**src/rtl/life_calculator.sv**
```systemverilog
// Registered next-state engine for one Game-of-Life cell with configurable B/S rule masks.
// Optional birth/death statistics counters are built when CALC_STATS_EN is defined.
module life_calculator #(
  parameter logic [8:0] BIRTH_MASK   = 9'b0_0000_1000,
  parameter logic [8:0] SURVIVE_MASK = 9'b0_0000_1100
`ifdef CALC_STATS_EN
  ,
  parameter int unsigned STAT_W      = 16
`endif
) (
  input  logic       clk,
  input  logic       rst,
  input  logic       in_valid,
  input  logic       target,
  input  logic       top,
  input  logic       top_right,
  input  logic       right,
  input  logic       bottom_right,
  input  logic       bottom,
  input  logic       bottom_left,
  input  logic       left,
  input  logic       top_left,
  output logic       target_next,
  output logic       out_valid,
  output logic [3:0] nbr_count,
  output logic       changed
`ifdef CALC_STATS_EN
  ,
  output logic [STAT_W-1:0] births,
  output logic [STAT_W-1:0] deaths
`endif
);

  logic [3:0] n;
  logic [8:0] birth_sh;
  logic [8:0] survive_sh;
  logic       next;

  always_comb begin
    n = {3'b000, top} + {3'b000, top_right} + {3'b000, right} + {3'b000, bottom_right}
      + {3'b000, bottom} + {3'b000, bottom_left} + {3'b000, left} + {3'b000, top_left};
  end

  // Shifting the mask keeps the rule lookup in range for any 4-bit count.
  always_comb begin
    birth_sh   = BIRTH_MASK >> n;
    survive_sh = SURVIVE_MASK >> n;
    next       = target ? survive_sh[0] : birth_sh[0];
  end

  always_ff @(posedge clk) begin
    if (rst) begin
      target_next <= 1'b0;
      out_valid   <= 1'b0;
      nbr_count   <= '0;
      changed     <= 1'b0;
    end else if (in_valid) begin
      target_next <= next;
      out_valid   <= 1'b1;
      nbr_count   <= n;
      changed     <= next ^ target;
    end else begin
      out_valid   <= 1'b0;
    end
  end

`ifdef CALC_STATS_EN
  always_ff @(posedge clk) begin
    if (rst) begin
      births <= '0;
      deaths <= '0;
    end else if (in_valid) begin
      if (!target && next && (births != '1))
        births <= births + 1'b1;
      if (target && !next && (deaths != '1))
        deaths <= deaths + 1'b1;
    end
  end
`endif

endmodule

```
**config.mk**
```make
export PLATFORM = sky130hd
export DESIGN_NAME = life_calculator
export DESIGN_NICKNAME = d
export VERILOG_FILES = /design/src/rtl/life_calculator.sv
export SDC_FILE = /design/constraint.sdc
export NUM_CORES = 1
export LEC_CHECK = 0
export ABC_AREA = 1
export BUFFER_PORTS_ARGS = -buffer_cell sky130_fd_sc_hd__buf_4
export CAP_MARGIN = 40
export CORE_MARGIN = 4
export CORE_UTILIZATION = 29
export DETAILED_ROUTE_END_ITERATION = 8
export PLACE_DENSITY = 0.51
export SYNTH_ARGS = -nofsm -noshare
export SYNTH_HDL_FRONTEND = slang
export SYNTH_SLANG_ARGS = --single-unit
```
**constraint.sdc**
```tcl
create_clock -name clk -period 3.25 [get_ports clk]
set_input_delay 0.65 -clock clk [delete_from_list [all_inputs] [get_ports clk]]
set_output_delay 0.65 -clock clk [all_outputs]
set_load 0.1 [all_outputs]
```
After elaboration in Yosys (flattened, before gate mapping)
Cells that the tools add are included.

$add $sub $neg: 7. Shift-type cells: 2. Multiplexer cells: 2. Bitwise gates (word level): 1.

Operators with widths (number): 4-bit by 1-bit adder with 4-bit output (4); 4-bit by 4-bit right shift with 1-bit output (first input constant) (2); 3-bit by 1-bit adder with 4-bit output (1); 2-bit by 1-bit adder with 3-bit output (1); 1-bit by 1-bit adder with 2-bit output (1); 1-bit two-way mux (2); 1-bit XOR (1).

Register bits after elaboration: 7. Bits of input ports: 12. Output and inout bits: 7. Logic and storage cells: 16.

Depth between registers and ports, before layout
Word-level depth: 10. Mapped depth: 15. Depth with buffers taken out: 15.

Worst setup path after synthesis
Ideal clock, no wire load.

Kind: in2reg. Start: input port top. End: register changed. Setup time: 0.109 ns. Data arrival time: 3.274 ns. Required time: 3.141 ns. Setup slack: -0.133 ns. Cell stages on the path: 14. Buffers on the path: 0. Path through: inv_1 > fa_1 > fa_1 > fa_1 > inv_1 > ha_1 > fa_1 > inv_1 > nor2_2 > nand3_2 > nand2_1 > nand3_1 > nand2_1 > inv_1.

Longest elaborated chain between the ends: 10. Elaborated cells on any way between the ends: 11. Those cells by class: add/sub: 7; shift: 2; mux: 1; bitwise: 1.

Ends and longest elaborated chain: from (decl) (line 15) `input logic top,`; 1-bit by 1-bit adder with 2-bit output * (line 40) `n = {3'b000, top} + {3'b000, top_right} + {3'b000, right} + {3'b000, bottom_right}`; 2-bit by 1-bit adder with 3-bit output * (line 40); 3-bit by 1-bit adder with 4-bit output * (line 40); 4-bit by 1-bit adder with 4-bit output * (4 in series) (line 41) `+ {3'b000, bottom} + {3'b000, bottom_left} + {3'b000, left} + {3'b000, top_left};`; via n[1] (line 34) `logic [3:0] n;`; 4-bit by 4-bit right shift with 1-bit output, on equally long branches (line 46, 47); 1-bit two-way mux * (line 48) `next = target ? survive_sh[0] : birth_sh[0];`; 1-bit XOR * (line 61) `changed <= next ^ target;`; to (signal assigned) (line 61); to (decl) (line 26) `output logic changed`.

The timed path passes the listed nets; every way through them passes the cells marked *. A chain may end at the register's enable or synchronous reset.

Final worst setup path
Start: input port bottom_right. End: register changed.

Longest elaborated chain between the ends: 8. Elaborated cells on any way between the ends: 9. Those cells by class: add/sub: 5; shift: 2; mux: 1; bitwise: 1.

Ends and longest elaborated chain: from (decl) (line 18) `input logic bottom_right,`; 3-bit by 1-bit adder with 4-bit output * (line 40); 4-bit by 1-bit adder with 4-bit output * (4 in series) (line 41); via n[1] (line 34); 4-bit by 4-bit right shift with 1-bit output, on equally long branches (line 46, 47); 1-bit two-way mux * (line 48); 1-bit XOR * (line 61).

Marks and branches as above.

==> impl_metrics.tcl <==
set metrics [dict create \
    setup_ws_ns 0.0320 \
    grt_start_max_net_pins 13 \
    worst_pin_slew_ns 0.279 \
    nFillCells 155 \
    syn_avg_cell_area_um2 7.53 \
    synth-edff-count 0 \
    power_mw 0.407 \
    netlist_area_um2 474 \
    cp_slowest_cell "fa_1" \
    hpwlAfterDp_um 731 \
    first_pass_iters 2 \
    switching_power_mw 0.182 \
    ys_top_cells_by_area "dfxtp_1 30%, fa_1 17%, inv_1 17%, ha_1 7.9%, nand2_1 7.1%" \
    drv_cap 0 \
    finalSetupViolCount 0 \
    place_inst 98 \
    synth.area.mux_share_pct 0 \
    synth_simple_gate_area_share_pct 19.0 \
    drive_above_1_share_pct 36.8 \
    avgViaCountPerCell 4.10 \
    path_clk_slew_ns 0.05 \
    grt_pass1_wl_um 1700 \
    vias 422 \
    groute.usage.overall_pct 8.71 \
    p_per_area_nw_per_um2 593 \
    cts-buffers-inserted 3 \
    cp-start-kind "primary input" \
    fin_skew_ns 0 \
    required_ns 3.40 \
    endpoint_kind "flop" \
    synth_xor_area_share_pct 0 \
    die_area_um2 2350 \
    fin_crit_ns 3.22 \
    fin_util_pct 45.0 \
    ys_seq_area_share_pct 29.6 \
    max_freq_ghz 0.311 \
    yosys_warnings 0 \
    fin_cells 103 \
    antenna_cells 0 \
    antenna_left 0 \
    ir_worst_vdd_v 0.000354 \
    switching_share_pct 44.7 \
    ys_ff_latch 7 \
    p_leak_nw 0.397 \
    synthTopCellsByCount "21 x inv_1, 9 x nand2_1, 7 x dfxtp_1" \
    start_util_pct 31.1 \
    p_clk_share_pct 19.3 \
    antenna_found_initial 0 \
    dp_worst_setup_slack_ns -0.311 \
    layout.nets 107 \
    worstPathArrival_ns 3.37 \
    p_seq_share_pct 24.7 \
    cp_slowest_stage_delay_ns 0.54 \
    grt_setup_unrepaired "yes" \
    syn2layout_area_growth_pct 44.6 \
    synth.largest_area_cell "dfxtp_1" \
    rows 14 \
    p_int_mw 0.225 \
    grt_pass1_vias 403 \
    io_pins 19 \
    clock_latency_ns 0.25 \
    synthDistinctLibCells 15 \
    synth-compound-area-share_pct 8.44 \
    port_buffers 18 \
    outcome "finished, final reports clean" \
    overflow 0 \
    finalHoldViolCount 0 \
    async_flop_share_pct 0 \
    core_area_um2 1520 \
    period_share_pct 99.0 \
    syn-num-nets 82 \
    cp_max_fo 2 \
    wirelength_um 871 \
    cp_common_cell "fa_1" \
    gp_congestion 0.651 \
    die_w_um 48.4 \
    drt_iter0_markers 4 \
    synthAdderAreaFrac_pct 24.8 \
    timing.slew.headroom_pct 81.6 \
    routedWlPerCell_um 8.46 \
    maxSlewViolCount 0 \
    clockRootBuffer "clkbuf_4" \
    htreeDepth 1 \
    crit_type "in2reg" \
    synthMostInstantiatedCell "inv_1" \
    clock_path_buffers 2 \
    comb_power_share_pct 56.0 \
    drc_errors 0 \
    ys.flop_type "dfxtp_1" \
    cts_tree "done" \
    dieHeight_um 48.4 \
    crit_chain "buf_6 -> inv_2 -> fa_1 -> fa_1 -> fa_1 -> inv_1 -> ha_2 -> fa_1 -> inv_2 -> nor2_4 -> nand3_2 -> nand2_1 -> nand3_1 -> nand2_1 -> inv_1" \
    hp-class "reg2reg" \
    synth_top_area_share_pct 29.6 \
    syn_inst 63 \
    post_dp_cell_area_um2 639 \
    stdcell_area_um2 686 \
    synth_top_family_by_area "adder cells" \
    clkSinkCount 7 \
]
==> placed cells by master (no fill, tap or decap) <==
cell / count
nand4_1: 1
ha_2: 1
o21ai_0: 3
inv_2: 3
clkbuf_1: 1
dfxtp_1: 7
ha_1: 2
nor2_4: 1
nand2_1: 9
o211ai_1: 2
buf_4: 20
a21oi_1: 1
nand2_2: 1
a21oi_2: 1
clkbuf_4: 3
fa_1: 4
buf_6: 1
inv_1: 18
nand3_2: 1
nor2_1: 6
nand3_1: 1
==> state kept, by name, indices dropped and copies added (netlist names) <==
| signal | cells |
|---|---|
| out_valid | 1 |
| target_next | 1 |
| nbr_count | 4 |
| changed | 1 |
==> per-layer routing <==
| layer | GRT usage [%] | up-vias | wire length, µm |
|---|---|---|---|
| met5 | 0 | - | 0 |
| met4 | 0 | 0 | 0 |
| met3 | 4.91 | 0 | 73 |
| met2 | 11.5 | 9 | 383 |
| met1 | 12.9 | 182 | 414 |
| li1 | - | 231 | - |
==> worst paths after layout <==
path / slack [ns] / startpoint / depth (start not counted) / to
max: 0.03 / bottom_right / 15 / changed
min: 0.49 / nbr_count[2] / 2 / nbr_count[2]
max reg2reg: 2.60 / target_next / 2 / target_next
min reg2reg: 0.49 / nbr_count[2] / 2 / nbr_count[2]
==> power by group through the flow <==
stage,clock network [mW],registers [mW],logic [mW]
6_report,0.0783,0.100,0.228
5_1_grt,0.0877,0.102,0.253
4_1_cts,0.0820,0.101,0.231
3_5_place_dp,0,0.102,0.217
3_3_place_gp,0,0.102,0.214
2_1_floorplan,0,0.174,0.0842
==> kinds of logic (layout without fill, tap and decap cells) <==
family | after synthesis | after routing
fa+ha+maj | 7 | 7
simple gates | 20 | 20
compound gates | 7 | 7
buf+inv | 22 | 46
flops | 7 | 7
==> stage by stage <==
step	hold slack [ns]	TNS, ns
final	0.485	0
after global routing	0.532	-0.146
after CTS	0.490	0
after detailed placement	0.473	-0.759
after global placement	0.472	-0.679
after floorplan	0.722	-0.109
==> critical path, delay by kind of cell <==
family	cells	cell delay [ns]
adder cells (fa/ha/maj)	5	2.12
buffers and inverters	5	0.22
AND/OR/NAND/NOR	5	0.38
==> area by class of cell <==
cell class	instances	area, µm²	area share [%]
inverter	21	78.8	11.5
multi-input combinational	34	259	37.8
clock buffer	4	26.3	3.83
timing repair buffer	21	161	23.5
tap	16	20.0	2.92
sequential	7	140	20.4
==> timing repair <==
action                                  in CTS  in global routing
buffers inserted                             1                  0
endpoints found under the setup margin       2                  2
gates cloned                                 0                  0
resized for setup                            5                  1
pin swaps                                    0                  2
hold buffers                                 0                  0
Power figures use the tool's default switching activity.
